$ cat config.mk
export PLATFORM = sky130hd
export DESIGN_NAME = tdm_demux
export DESIGN_NICKNAME = d
export VERILOG_FILES = /design/src/rtl/tdm_pkg.sv /design/src/rtl/tdm_sync.sv /design/src/rtl/tdm_demux.sv
export SDC_FILE = /design/constraint.sdc
export NUM_CORES = 1
export LEC_CHECK = 0
export ABC_AREA = 1
export BUFFER_PORTS_ARGS = -buffer_cell sky130_fd_sc_hd__buf_4
export CORE_MARGIN = 5
export CORE_UTILIZATION = 45
export DETAILED_ROUTE_END_ITERATION = 12
export GPL_TIMING_DRIVEN = 0
export PLACE_DENSITY_LB_ADDON = 0.1
export RECOVER_POWER = 100
export SYNTH_ARGS = -nofsm -noshare
export SYNTH_HDL_FRONTEND = slang
export SYNTH_HIERARCHICAL = 1
export SYNTH_SLANG_ARGS = --single-unit
$ cat constraint.sdc
create_clock -name clk -period 4.6 [get_ports clk]
set_input_delay 0.92 -clock clk [delete_from_list [all_inputs] [get_ports clk]]
set_output_delay 0.92 -clock clk [all_outputs]
set_load 0.02 [all_outputs]
$ cat src/rtl/tdm_pkg.sv
// Shared types and default constants for the TDM nibble-bus receiver.
package tdm_pkg;

  localparam int TDM_WIDTH  = 4;
  localparam int TDM_SETTLE = 2;

  typedef enum logic [1:0] {
    WAIT0   = 2'd0,
    SETTLE0 = 2'd1,
    WAIT1   = 2'd2,
    SETTLE1 = 2'd3
  } tdm_state_t;

endpackage

$ cat src/rtl/tdm_sync.sv
// Two-flop synchronizer for a bundle of asynchronous inputs.
module tdm_sync #(
  parameter int WIDTH = 1
) (
  input  logic             clk,
  input  logic             rst,
  input  logic [WIDTH-1:0] d,
  output logic [WIDTH-1:0] q
);

  logic [WIDTH-1:0] meta_r;
  logic [WIDTH-1:0] sync_r;

  // Metastability chain
  always_ff @(posedge clk) begin
    if (rst) begin
      meta_r <= '0;
      sync_r <= '0;
    end else begin
      meta_r <= d;
      sync_r <= meta_r;
    end
  end

  assign q = sync_r;

endmodule

$ cat src/rtl/tdm_demux.sv
// Receive side of the two-slot TDM nibble bus: settles, captures and publishes frames.
// Optional input synchronizer enabled by defining TDM_DEMUX_SYNC_EN.
module tdm_demux
  import tdm_pkg::*;
#(
  parameter int WIDTH   = TDM_WIDTH,
  parameter int SETTLE  = TDM_SETTLE,
  parameter int TIMEOUT = 255
) (
  input  logic             clk,
  input  logic             rst,
  input  logic             sel,
  input  logic [WIDTH-1:0] bus,
  input  logic             out_ready,
  input  logic             clr_err,
  output logic [WIDTH-1:0] slot0,
  output logic [WIDTH-1:0] slot1,
  output logic             out_valid,
  output logic             overrun,
  output logic             glitch_err,
  output logic             stall_err
);

  localparam logic [3:0]  SETTLE_C  = 4'(SETTLE);
  localparam logic [15:0] TIMEOUT_C = 16'(TIMEOUT);
  localparam logic [15:0] REACH_C   = 16'(TIMEOUT - 1);

  logic             sel_s;
  logic [WIDTH-1:0] bus_s;

`ifdef TDM_DEMUX_SYNC_EN
  logic [WIDTH:0] sync_q_s;

  tdm_sync #(.WIDTH(WIDTH + 1)) u_sync (
    .clk (clk),
    .rst (rst),
    .d   ({sel, bus}),
    .q   (sync_q_s)
  );

  assign sel_s = sync_q_s[WIDTH];
  assign bus_s = sync_q_s[WIDTH-1:0];
`else
  assign sel_s = sel;
  assign bus_s = bus;
`endif

  logic             sel_q_r;
  tdm_state_t       state_r;
  tdm_state_t       case_state_s;
  tdm_state_t       state_next_s;
  logic [3:0]       set_cnt_r;
  logic [3:0]       case_cnt_s;
  logic [3:0]       set_cnt_next_s;
  logic [15:0]      tmo_cnt_r;
  logic [15:0]      tmo_cur_s;
  logic [15:0]      tmo_next_s;
  logic             edge_s;
  logic             rise_s;
  logic             fall_s;
  logic             reach_s;
  logic             cap0_raw_s;
  logic             publish_raw_s;
  logic             cap0_en_s;
  logic             publish_s;
  logic             glitch_s;
  logic             transfer_s;
  logic             overrun_set_s;
  logic [WIDTH-1:0] cap0_r;
  logic [WIDTH-1:0] slot0_r;
  logic [WIDTH-1:0] slot1_r;
  logic             out_valid_r;
  logic             overrun_r;
  logic             glitch_err_r;
  logic             stall_err_r;

  assign edge_s = sel_s ^ sel_q_r;
  assign rise_s = sel_s & ~sel_q_r;
  assign fall_s = ~sel_s & sel_q_r;

  // The edge cycle itself counts as zero, so the counter equals TIMEOUT when stall_err appears
  assign tmo_cur_s  = edge_s ? 16'd0 : tmo_cnt_r;
  assign tmo_next_s = (tmo_cur_s == TIMEOUT_C) ? TIMEOUT_C : tmo_cur_s + 16'd1;
  assign reach_s    = (tmo_cur_s == REACH_C);

  // Frame sequencing: phase waits, settle windows and glitch recovery
  always_comb begin
    case_state_s  = state_r;
    case_cnt_s    = set_cnt_r;
    cap0_raw_s    = 1'b0;
    publish_raw_s = 1'b0;
    glitch_s      = 1'b0;
    case (state_r)
      WAIT0: begin
        if (fall_s) begin
          case_state_s = SETTLE0;
          case_cnt_s   = 4'd1;
        end else begin
          case_cnt_s   = 4'd0;
        end
      end
      SETTLE0, SETTLE1: begin
        if (edge_s) begin
          glitch_s = 1'b1;
          if (fall_s) begin
            case_state_s = SETTLE0;
            case_cnt_s   = 4'd1;
          end else begin
            case_state_s = WAIT0;
            case_cnt_s   = 4'd0;
          end
        end else if (set_cnt_r == SETTLE_C) begin
          case_cnt_s = 4'd0;
          if (state_r == SETTLE0) begin
            cap0_raw_s   = 1'b1;
            case_state_s = WAIT1;
          end else begin
            publish_raw_s = 1'b1;
            case_state_s  = WAIT0;
          end
        end else begin
          case_cnt_s = set_cnt_r + 4'd1;
        end
      end
      WAIT1: begin
        if (rise_s) begin
          case_state_s = SETTLE1;
          case_cnt_s   = 4'd1;
        end else if (fall_s) begin
          case_state_s = SETTLE0;
          case_cnt_s   = 4'd1;
        end else begin
          case_cnt_s   = 4'd0;
        end
      end
      default: begin
        case_state_s = WAIT0;
        case_cnt_s   = 4'd0;
      end
    endcase
  end

  // A stalled phase signal overrides whatever the frame sequencer wanted
  assign state_next_s   = reach_s ? WAIT0 : case_state_s;
  assign set_cnt_next_s = reach_s ? 4'd0 : case_cnt_s;
  assign cap0_en_s      = cap0_raw_s & ~reach_s;
  assign publish_s      = publish_raw_s & ~reach_s;

  assign transfer_s    = out_valid_r & out_ready;
  assign overrun_set_s = publish_s & out_valid_r & ~out_ready;

  // Phase history, settle/timeout counters and FSM state
  always_ff @(posedge clk) begin
    if (rst) begin
      sel_q_r   <= 1'b0;
      state_r   <= WAIT0;
      set_cnt_r <= 4'd0;
      tmo_cnt_r <= 16'd0;
    end else begin
      sel_q_r   <= sel_s;
      state_r   <= state_next_s;
      set_cnt_r <= set_cnt_next_s;
      tmo_cnt_r <= tmo_next_s;
    end
  end

  // Slot capture, frame publish and valid/ready handshake
  always_ff @(posedge clk) begin
    if (rst) begin
      cap0_r      <= '0;
      slot0_r     <= '0;
      slot1_r     <= '0;
      out_valid_r <= 1'b0;
    end else begin
      if (cap0_en_s) begin
        cap0_r <= bus_s;
      end
      if (publish_s) begin
        slot0_r     <= cap0_r;
        slot1_r     <= bus_s;
        out_valid_r <= 1'b1;
      end else if (transfer_s) begin
        out_valid_r <= 1'b0;
      end
    end
  end

  // Sticky error flags; a same-cycle set beats clr_err
  always_ff @(posedge clk) begin
    if (rst) begin
      overrun_r    <= 1'b0;
      glitch_err_r <= 1'b0;
      stall_err_r  <= 1'b0;
    end else begin
      overrun_r    <= overrun_set_s | (overrun_r & ~clr_err);
      glitch_err_r <= glitch_s | (glitch_err_r & ~clr_err);
      stall_err_r  <= reach_s | (stall_err_r & ~clr_err);
    end
  end

  assign slot0      = slot0_r;
  assign slot1      = slot1_r;
  assign out_valid  = out_valid_r;
  assign overrun    = overrun_r;
  assign glitch_err = glitch_err_r;
  assign stall_err  = stall_err_r;

endmodule

# == Word-level counts from Yosys, hierarchy flattened ==
# Cells that the tools add are included.
# classes
reduce_logical,5
addsub,2
bitwise,19
n_eq_ne,7
mux,26
# ops
operator,n
"16-bit by 8-bit equality test with 1-bit output, second input constant",2
"16-bit by 1-bit adder with 16-bit output, second input constant",1
16-bit two-way mux,1
1-bit two-way mux,14
4-bit two-way mux,3
4-bit case mux with 3 select lines,1
1-bit AND,10
2-bit two-way mux,5
8-bit two-way mux,1
2-bit case mux with 3 select lines,1
2-bit OR reduction,3
1-bit inverter,5
"4-bit by 1-bit adder with 4-bit output, second input constant",1
"2-bit equality test, second input constant",2
"4-bit by 2-bit equality test with 1-bit output, second input constant",1
"3-bit != test, second input constant",1
1-bit OR,3
"2-bit by 1-bit equality test with 1-bit output, second input constant",1
2-bit logical NOT,1
2-bit nonzero test,1
1-bit XOR,1
# totals
regBits,39
in_bits,9

# == Logic depth before layout (Yosys ltp) ==
# depth
depth_word,9
mapped_depth,17
mapped_depth_nobuf,14

# == Worst setup path after synthesis ==
# OpenSTA, ideal clock, no wires.
# synth_timing
path_kind,input port to flip-flop
start,input sel
end,register tmo_cnt_r[10]
t_arrival_ns,2.602
setup_time_ns,0.109
setup_slack_ns,1.890
cell_stages,17
cell_sequence,inv_1 ha_1 buf_6 buf_12 buf_8 nand2_1 inv_1 ha_1 inv_1 nor2_2 nand2_1 inv_1 nand2_2 nand2_4 inv_1 nand2_1 inv_1
# synth_between
elab_chain_len,4
word_cells_on_any_way,5
# synth_lines
element,line,rtl
"start, declared",tdm_demux.sv:12,"input logic sel,"
1-bit XOR *,tdm_demux.sv:77,assign edge_s = sel_s ^ sel_q_r;
16-bit two-way mux *,tdm_demux.sv:82,assign tmo_cur_s = edge_s ? 16'd0 : tmo_cnt_r;
branches (longest 2 deep; another with 16-bit by 1-bit adder with 16-bit output),--,
"end signal, assigned",tdm_demux.sv:163,tmo_cnt_r <= tmo_next_s;
"end, declared",tdm_demux.sv:55,logic [15:0] tmo_cnt_r;
# Mark *: on every way between the ends.
# A chain may end at the register's enable or synchronous reset.

# == Final worst setup path ==
# Ends and elaborated chain as after synthesis.

==> key figures <==
Outcome
  • Status: finished clean

Power
  • Sw Ratio: 0.2302
  • P_leak: 0.001053 uW
  • Combinational share of power: 0.066
  • Worst vdd ir: 0.0001513 V
  • Total internal power: 519.0 uW
  • Power density over the cells: 289.5 mW/mm^2
  • Flop pwr share: 0.511
  • Sw power: 155.2 uW
  • Clock network fraction of total power: 0.424

Global routing
  • GR peak layer: met2
  • All-Layer GR Usage: 0.1440
  • Met3 GRT Util: 0.02975
  • Grt total ovfl: 0
  • Met1 Resource Use GR: 0.1767
  • First-pass GRT wire length: 7093 um
  • Largest net degree at the start of global routing: 14
  • Vias in the first global route: 1,636
  • Initial antenna violation count: 0
  • Met2 Use GR: 0.2389

Logic synthesis
  • Simple-Gate Fraction of Synth Area: 0.3843
  • Area of the mapped netlist: 0.002103 mm^2
  • Xor-xnor portion of the synthesized cell area: 0.008328
  • Post-synthesis sequential area ratio: 0.3712
  • Post-synth ARST share: 0
  • Number of flops mapped to enable cells by yosys: 0
  • Netlist cell types: 31
  • Synth Flop Type: dfxtp_1
  • Combinational family with the most area after synthesis: simple AND/OR/NAND/NOR gates
  • Multiplexer share of the synthesized area: 0
  • Yosys reg bits: 39
  • Synth Net Count: 310
  • Post-Synth Adder-Cell Area: 0.03569
  • Synth Area in Compound Gates: 0.08150
  • Yosys warns: 6
  • Syn avg cell area: 7.130 um^2
  • Mapped Cells: 295

Hold path
  • Worst hold path class: flop to flop
  • Hold_sp: overrun
  • Hold Path Depth: 2
  • Worst Hold Path EP: overrun

Worst setup path
  • Crit path largest cell delay: 540 ps
  • Worst Path Required: 4790 ps
  • R2r startpoint: sel_q_r
  • Crit path arrival time: 3720 ps
  • Reg2reg end: tmo_cnt_r[10]
  • Flop2flop setup slack: 1530 ps
  • Worst setup EP type: flop
  • Cell mode on critical path: inv_1
  • Crit path from: sel
  • Worst Setup Path Type: primary input to flop
  • Worst r2r path cells: 16
  • Worst-path cell chain: buf_4 > inv_1 > ha_1 > clkbuf_1 > clkbuf_1 > buf_8 > nand2_1 > inv_1 > ha_1 > inv_1 > nor2_1 > nand2_1 > inv_1 > nand2_2 > nand2_4 > inv_1 > nand2_1 > inv_1
  • CP max-delay cell: clkbuf_1
  • Crit path max fanout: 10
  • CP Launch Type: primary input

Route
  • Drt initial violations: 49
  • First drt pass iteration count: 5
  • Routed wire length: 4056 um
  • Drt via density: 4.728
  • Post-route ant nets: 0
  • Routed length per placed instance: 10.82 um
  • Via count: 1,773
  • Post-route DRC violation count: 0

Clock tree
  • H-tree levels: 2
  • Hold_buf cts: 0
  • PostCTS Resize Cnt: 0
  • Clock sinks: 39
  • Post CTS Setup Buffer Count: 0
  • Reg clk slew, reported paths: 80 ps
  • Max Root-Sink Buffers: 2
  • Num CTS Buffers: 5
  • TritonCTS clock tree: yes
  • Insertion delay of the later-clocked pin in the worst-skew pair: 290 ps
  • Root Buffer: clkbuf_8

Floorplan
  • Initial core utilization: 0.4733
  • Die X: 78.37 um
  • Die Y: 78.37 um
  • DIE AREA: 0.006141 mm^2
  • # rows: 24
  • # IOs: 21
  • Core area: 0.004444 mm^2

Run
  • Max-Cap Viols: 0

Timing
  • Clock Skew: 5.943 ps
  • Max Freq: 0.2838 GHz
  • Final TNS setup: 0 ps
  • Pins Over Slew Limit: 0
  • Slew HR: 0.5777
  • RSZ-0062 raised after global routing: false
  • Minimum clock period: 3523 ps
  • Period utilisation layout: 0.7659
  • Worst-margin pin slew: 633.4 ps
  • Setup-failing EPs final: 0
  • Final Hold Vio Count: 0

Placement
  • HPWL after DPL: 3056 um
  • Port Buffers: 20
  • RD Place Congestion: 0.8145

Finish
  • # diodes: 0
  • Area growth syn-to-layout: 10.71%
  • Most frequent cells in the layout: nand2_1 (65), inv_1 (45), nor2_1 (43)
  • Fillers: 467
  • Layout cell share with drive strength beyond 1: 0.1455
  • Final Core Density: 0.5239
  • Layout Nets: 337
  • Leading cell type in the layout, fill and taps excluded: nand2_1
==> worst max-delay path by stage <==
stage	endpoint	slack, ps	depth (start not counted)
after floorplan	tmo_cnt_r[10]	1890	17
after global placement	tmo_cnt_r[11]	1450	18
after detailed placement	tmo_cnt_r[10]	1420	18
after CTS	tmo_cnt_r[10]	1730	18
after global routing	overrun	780	16
final	tmo_cnt_r[10]	1080	18
==> metal layers <==
layer / share of wire / wire [um] / vias to the layer above
met5: 0 / 0 / -
met4: 0.018 / 74 / 0
li1: - / - / 967
met1: 0.48 / 1930 / 770
met3: 0.043 / 175 / 5
met2: 0.46 / 1876 / 31
==> critical path: cells and delay by family <==
kind	cells	cell delay, ps
fa+ha+maj	2	470
buf+inv	10	1550
simple gates	6	760
==> logic make-up (layout without fill, tap and decap cells) <==
kind of cell    after synthesis  after routing
xor+xnor                      2              2
simple gates                164            164
fa+ha+maj                     6              6
buf+inv                      55             83
flops                        39             39
compound gates               29             29
==> sequential cells by signal, indices dropped and copies added, names as in the netlist <==
register    count
state_r         2
set_cnt_r       4
stall_err       1
glitch_err      1
tmo_cnt_r      16
overrun         1
slot0           4
cap0_r          4
slot1           4
out_valid       1
sel_q_r         1
==> cell type report <==
| class | count | area (um^2) | share of cell area |
|---|---|---|---|
| tap | 52 | 65.06 | 0.02794 |
| buffer | 6 | 35.03 | 0.01505 |
| clock buffer | 5 | 68.82 | 0.02955 |
| timing repair buffer | 20 | 101.3 | 0.04352 |
| multi-input combinational | 201 | 1050 | 0.4508 |
| sequential | 39 | 780.7 | 0.3353 |
| inverter | 49 | 183.9 | 0.07899 |
| clock inverter | 3 | 43.79 | 0.01881 |
==> cells in the mapped netlist, types with 2 or more instances <==
library cell,count,area share
dfxtp_1,39,0.37
inv_1,45,0.080
a21oi_1,13,0.031
o21bai_1,3,0.011
nor3_1,3,0.0071
buf_6,2,0.011
nand4_1,2,0.0059
nor2_4,6,0.032
ha_1,6,0.036
nand3_1,27,0.064
o21ai_2,2,0.0083
nand2_2,7,0.021
nand3_2,2,0.0095
nor2_2,8,0.024
nand2_4,3,0.016
nand2_1,64,0.11
o21ai_0,4,0.0095
nor2_1,39,0.070
inv_2,3,0.0054
a31oi_1,6,0.018
==> power groups by stage <==
stage / Sequential, uW / Clock, uW / Combinational, uW
global route: 345 / 310 / 50.8
floorplan: 352 / 0 / 35.8
CTS: 344 / 299 / 51.0
finish: 344 / 286 / 44.4
detailed placement: 352 / 0 / 50.7
global placement: 352 / 0 / 50.3
==> metrics by stage <==
stage / hold slack, ps / total power [uW] / instances / area, um^2 / setup slack (ps)
6_report: 471.3 / 674.1 / 375 / 2328 / 1077
5_1_grt: 503.5 / 705.3 / 375 / 2328 / 780.1
4_1_cts: 476.1 / 694.1 / 375 / 2431 / 1726
3_5_place_dp: 462.8 / 402.9 / 367 / 2318 / 1419
3_3_place_gp: 456.6 / 402.4 / 367 / 2318 / 1451
2_1_floorplan: 455.0 / 387.6 / 295 / 2103 / 1890
No activity file was read; power rests on OpenSTA's default activity.
